===== src/rtl/result_collector.sv =====
// Result collector: frames inference-core output bytes, buffers them in a FIFO and streams them to the host.
// Optional running-argmax per frame is enabled by defining RESULT_ARGMAX_EN.
module result_collector #(
   parameter int DATA_W    = 8,
   parameter int DEPTH     = 8,
   parameter int FRAME_LEN = 3
) (
   input  logic                         clk,
   input  logic                         rst,
   input  logic                         clr,
   input  logic [DATA_W-1:0]            in_data,
   input  logic                         in_flag,
   output logic [DATA_W-1:0]            m_data,
   output logic                         m_last,
   output logic                         m_valid,
   input  logic                         m_ready,
   output logic [$clog2(DEPTH+1)-1:0]   level,
   output logic                         frame_done,
   output logic                         overflow,
   output logic [$clog2(FRAME_LEN)-1:0] argmax_idx,
   output logic                         argmax_valid
);

   localparam int AW = $clog2(DEPTH);
   localparam int LW = $clog2(DEPTH+1);
   localparam int IW = (FRAME_LEN > 1) ? $clog2(FRAME_LEN) : 1;
   localparam logic [IW-1:0] LAST_IDX = IW'(FRAME_LEN-1);

   logic [DATA_W:0]   r_mem [DEPTH];
   logic [AW:0]       r_wrPtr;
   logic [AW:0]       r_rdPtr;
   logic [IW-1:0]     r_frameIdx;
   logic              r_frameDone;
   logic              r_overflow;

   logic              w_empty;
   logic              w_full;
   logic              w_pop;
   logic              w_push;
   logic              w_drop;
   logic [IW-1:0]     w_idx;
   logic              w_isLast;
   logic [DATA_W:0]   w_head;

   // A concurrent clr makes the incoming byte the first of a fresh frame.
   assign w_idx    = clr ? '0 : r_frameIdx;
   assign w_isLast = (w_idx == LAST_IDX);

   assign w_empty = (r_wrPtr == r_rdPtr);
   assign w_full  = (r_wrPtr[AW] != r_rdPtr[AW]) && (r_wrPtr[AW-1:0] == r_rdPtr[AW-1:0]);
   assign w_pop   = !w_empty && m_ready;
   assign w_push  = in_flag && (!w_full || w_pop);
   assign w_drop  = in_flag && w_full && !w_pop;
   assign w_head  = r_mem[r_rdPtr[AW-1:0]];

   assign m_valid    = !w_empty;
   assign m_data     = w_empty ? '0 : w_head[DATA_W-1:0];
   assign m_last     = w_empty ? 1'b0 : w_head[DATA_W];
   assign level      = LW'(r_wrPtr - r_rdPtr);
   assign frame_done = r_frameDone;
   assign overflow   = r_overflow;

   always_ff @(posedge clk) begin
      if (!rst && w_push) begin
         r_mem[r_wrPtr[AW-1:0]] <= {w_isLast, in_data};
      end
   end

   always_ff @(posedge clk) begin
      if (rst) begin
         r_wrPtr <= '0;
         r_rdPtr <= '0;
      end else begin
         if (w_push) begin
            r_wrPtr <= r_wrPtr + 1'b1;
         end
         if (w_pop) begin
            r_rdPtr <= r_rdPtr + 1'b1;
         end
      end
   end

   // Frame index advances on every flagged byte, dropped or not, to stay aligned with the core.
   always_ff @(posedge clk) begin
      if (rst) begin
         r_frameIdx  <= '0;
         r_frameDone <= 1'b0;
      end else begin
         r_frameDone <= in_flag && w_isLast;
         if (in_flag) begin
            r_frameIdx <= w_isLast ? '0 : w_idx + 1'b1;
         end else if (clr) begin
            r_frameIdx <= '0;
         end
      end
   end

   always_ff @(posedge clk) begin
      if (rst || clr) begin
         r_overflow <= 1'b0;
      end else if (w_drop) begin
         r_overflow <= 1'b1;
      end
   end

`ifdef RESULT_ARGMAX_EN
   logic signed [DATA_W-1:0] r_maxVal;
   logic [IW-1:0]            r_maxIdx;
   logic [IW-1:0]            r_argIdx;
   logic                     r_argValid;
   logic                     w_take;
   logic [IW-1:0]            w_winIdx;

   // Strictly-greater replacement keeps the lower index on ties.
   assign w_take   = (w_idx == '0) || ($signed(in_data) > r_maxVal);
   assign w_winIdx = w_take ? w_idx : r_maxIdx;

   always_ff @(posedge clk) begin
      if (rst) begin
         r_maxVal   <= '0;
         r_maxIdx   <= '0;
         r_argIdx   <= '0;
         r_argValid <= 1'b0;
      end else begin
         r_argValid <= in_flag && w_isLast;
         if (in_flag && w_take) begin
            r_maxVal <= $signed(in_data);
            r_maxIdx <= w_idx;
         end
         if (in_flag && w_isLast) begin
            r_argIdx <= w_winIdx;
         end
      end
   end

   assign argmax_idx   = r_argIdx[$clog2(FRAME_LEN)-1:0];
   assign argmax_valid = r_argValid;
`else
   assign argmax_idx   = '0;
   assign argmax_valid = 1'b0;
`endif

endmodule


===== config.mk =====
export PLATFORM = sky130hd
export DESIGN_NAME = result_collector
export DESIGN_NICKNAME = d
export VERILOG_FILES = /design/src/rtl/result_collector.sv
export SDC_FILE = /design/constraint.sdc
export NUM_CORES = 1
export LEC_CHECK = 0
export BUFFER_PORTS_ARGS = -buffer_cell sky130_fd_sc_hd__buf_2
export CORE_UTILIZATION = 55
export CTS_BUF_LIST = sky130_fd_sc_hd__clkbuf_4
export DETAILED_ROUTE_END_ITERATION = 8
export GPL_TIMING_DRIVEN = 0
export PLACE_DENSITY = 0.76
export SLEW_MARGIN = 10
export SYNTH_ARGS = -nofsm -noshare
export SYNTH_HDL_FRONTEND = slang
export SYNTH_SLANG_ARGS = --single-unit
export TNS_END_PERCENT = 1

===== constraint.sdc =====
create_clock -name clk -period 2.6 [get_ports clk]
set_input_delay 0.13 -clock clk [delete_from_list [all_inputs] [get_ports clk]]
set_output_delay 0.13 -clock clk [all_outputs]
set_load 0.05 [all_outputs]

==> flow_metrics.env <==
export IMPL_antenna_found_initial=0
export IMPL_nets=288
export IMPL_clock_path_buffers=2
export IMPL_fp_dieH_um=82.6
export IMPL_placedCellCount=323
export IMPL_die_area_um2=6820
export IMPL_required_ns=2.74
export IMPL_register_area_um2=2470
export IMPL_postCtsSetupRepairBufs=0
export IMPL_grt_max_degree=14
export IMPL_final_max_slew_viol_count=0
export IMPL_synth_async_reset_ratio_pct=0
export IMPL_period_share_pct=93.8
export IMPL_avgRoutedWirePerCell_um=18.2
export IMPL_crit_buf_inv=2
export IMPL_crit_path_cell_trace="inv_1 > ha_1 > nand3_4 > o31ai_2 > or3_1 > nor3_2 > buf_4"
export IMPL_n_fill_cell=434
export IMPL_multiInputGateArea_um2=1010
export IMPL_synth_cells=218
export IMPL_crit_family="simple AND/OR/NAND/NOR gates"
export IMPL_place_congestion=0.786
export IMPL_dieWidth_um=82.6
export IMPL_power_density_nw_per_um2=749
export IMPL_place_area_um2=3820
export IMPL_grt_pass1_wl_mm=9.77
export IMPL_ir_drop_v=0.000435
export IMPL_hpwl_mm=3.91
export IMPL_coreArea_um2=6100
export IMPL_initial_core_util_pct=58.6
export IMPL_crit_path_max_incr_delay_ns=0.45
export IMPL_synth_area_top_cells="edfxtp_1 61%, mux4_2 11%, dfxtp_1 8.4%"
export IMPL_grtUsageTotal_pct=21.3
export IMPL_antenna_cells=0
export IMPL_path_clk_slew_ns=0.12
export IMPL_drtIter0Drc=115
export IMPL_finalSetupViolCount=0
export IMPL_skew_ns=0.0115
export IMPL_holdWs_ns=0.0488
export IMPL_finalPower_mw=3.08
export IMPL_num_rows=28
export IMPL_finalHoldViolCount=0
export IMPL_synth_area_leader_cell="edfxtp_1"
export IMPL_max_slew_margin_pct=44.2
export IMPL_first_pass_iters=4
export IMPL_synth_cell_type_count=41
export IMPL_cts_tree="built"
export IMPL_setup_tns_final_ns=0
export IMPL_syn_area_um2=3570
export IMPL_crit_path_top_delay_cell="or3_1"
export IMPL_period_needed_ns=2.44
export IMPL_ioPinCount=32
export IMPL_area_growth_pct=15.2
export IMPL_h_tree_depth=3
export IMPL_clkLatencyLatePin_ns=0.42
export IMPL_cts_made_buffers=9
export IMPL_crit_fanout=8
export IMPL_endpoint_kind="flip-flop"
export IMPL_layout_cells_non_filler=349
export IMPL_overflow=0
export IMPL_syn_avg_cell_area_um2=16.4
export IMPL_synth_edf_count=72
export IMPL_critPathArrivalTime_ns=2.58
export IMPL_first_global_vias=1944
export IMPL_remaining_drc_errors=0
export IMPL_synth_top_area_share_pct=60.5
export IMPL_yosysSeqAreaShare_pct=68.9
export IMPL_ys_ff_latch=87
export IMPL_start_kind="flip-flop"
export IMPL_vias_per_cell=5.53
export IMPL_p_leak_nw=1.49
export IMPL_worst_pin_slew_ns=0.836
export IMPL_cts_root_buf="clkbuf_4"
export IMPL_dr_total_vias=1930
export IMPL_worstHoldPathType="in2reg"
export IMPL_finalInstanceArea_um2=4120
export IMPL_wl_mm=6.36
export IMPL_cts_sinks=87
export IMPL_timing_max_cap_violations=0
export IMPL_max_freq_ghz=0.410
export IMPL_critical_path_class="reg2reg"
export IMPL_rsz0062_at_grt="yes"
export IMPL_run_status="completed"
export IMPL_ant_nets=0
export IMPL_synth_warnings=0
export IMPL_final_layout_size_suffix_gt1_share_pct=33.9
export IMPL_port_buffers=27
export IMPL_synth_ff_type="edfxtp_1"
-- layer usage --
layer  vias up  global-route usage (%)  share of wire, %
li1        916                       -                 -
met2        51                    36.4                51
met1       950                    26.2                44
met5         -                       0                 0
met4         0                    10.9               2.0
met3        13                    3.63               3.3
-- placed cells by master, fill, tap and decap left out, types with 2 or more instances in the layout --
cell           synthesis  routed
edfxtp_1              72      72
buf_2                  3      29
inv_1                 23      23
mux4_2                18      18
clkbuf_4               0      12
dfxtp_1               15      11
dlygate4sd3_1          0      10
o22ai_1                9       9
nor2_1                14       8
buf_4                  5       7
nor2_2                 0       6
xor2_1                 5       5
nand2_1                6       5
a21oi_1                4       4
ha_1                   5       4
dfxtp_2                0       4
xnor2_1                3       3
clkinv_1               2       3
o21ai_0                3       3
conb_1                 1       3
clkbuf_2               1       2
nor3_2                 2       2
and4_1                 2       2
nor3_1                 3       2
-- logic make-up after synthesis --
| kind of cell | Yosys count | share of synthesized area [%] |
|---|---|---|
| flops | 87 | 68.9 |
| fa+ha+maj | 6 | 2.31 |
| compound gates | 21 | 3.78 |
| mux | 20 | 11.9 |
| other cells | 1 | 0.105 |
| xor+xnor | 9 | 2.42 |
| simple gates | 38 | 6.06 |
| buf+inv | 36 | 4.45 |
-- through the flow --
stage | util [%] | setup WS, ns
after CTS | 66.8 | -0.169
after global routing | 67.5 | -0.000850
after floorplan | - | 0.172
after global placement | 62.5 | -0.462
after detailed placement | 62.7 | -0.157
final | 67.5 | 0.161
-- cells in the mapped netlist (all sizes together), types with 2 or more instances --
library cell	number
edfxtp	72
inv	23
mux4	18
dfxtp	15
nor2	14
o22ai	9
buf	8
nand2	6
ha	5
nor3	5
xor2	5
a21oi	4
xnor2	4
clkbuf	3
o21ai	3
and4	2
clkinv	2
nand3	2
o31ai	2
-- what timing repair did --
item | CTS | global route
endpoints found under the setup margin | 72 | 50
pin swaps | 0 | 0
gates resized for setup | 6 | 12
hold endpoints to repair | 67 | 0
hold buffers | 10 | 0
gates cloned | 0 | 0
-- cell type report --
type | count | area share [%]
Sequential cell | 87 | 60.0
Timing Repair Buffer | 38 | 5.90
Clock buffer | 12 | 2.19
Multi-Input combinational cell | 97 | 24.6
Inverter | 25 | 2.28
Tap cell | 75 | 2.28
Buffer | 11 | 1.67
Clock inverter | 4 | 1.12
-- registers in the layout (all words and copies together), names as in the netlist, named ones only --
name	cells
r_frameIdx	2
r_mem	72
overflow	1
r_rdPtr	4
frame_done	1
r_wrPtr	4
-- report_power, final --
group / internal [mW] / switching, mW / total [mW]
clock network: 0.322 / 0.427 / 0.750
logic: 0.263 / 0.514 / 0.777
registers: 1.54 / 0.0194 / 1.56
-- worst paths after layout --
| path | start | cells after the start | slack [ns] | endpoint |
|---|---|---|---|---|
| setup reg to reg | r_rdPtr[1] | 7 | 0.16 | r_mem[0][3] |
| setup / recovery | r_rdPtr[1] | 7 | 0.16 | r_mem[0][3] |
| hold reg to reg | r_wrPtr[0] | 2 | 0.50 | r_wrPtr[0] |
| hold / removal | m_ready | 3 | 0.05 | r_rdPtr[1] |
-- tightest hold or removal path, cell delays in order --
cell     delay, ns
buf_2         0.15
nand3_1       0.09
a21oi_1       0.06
Note: power is estimated with default switching activity, not from simulation.
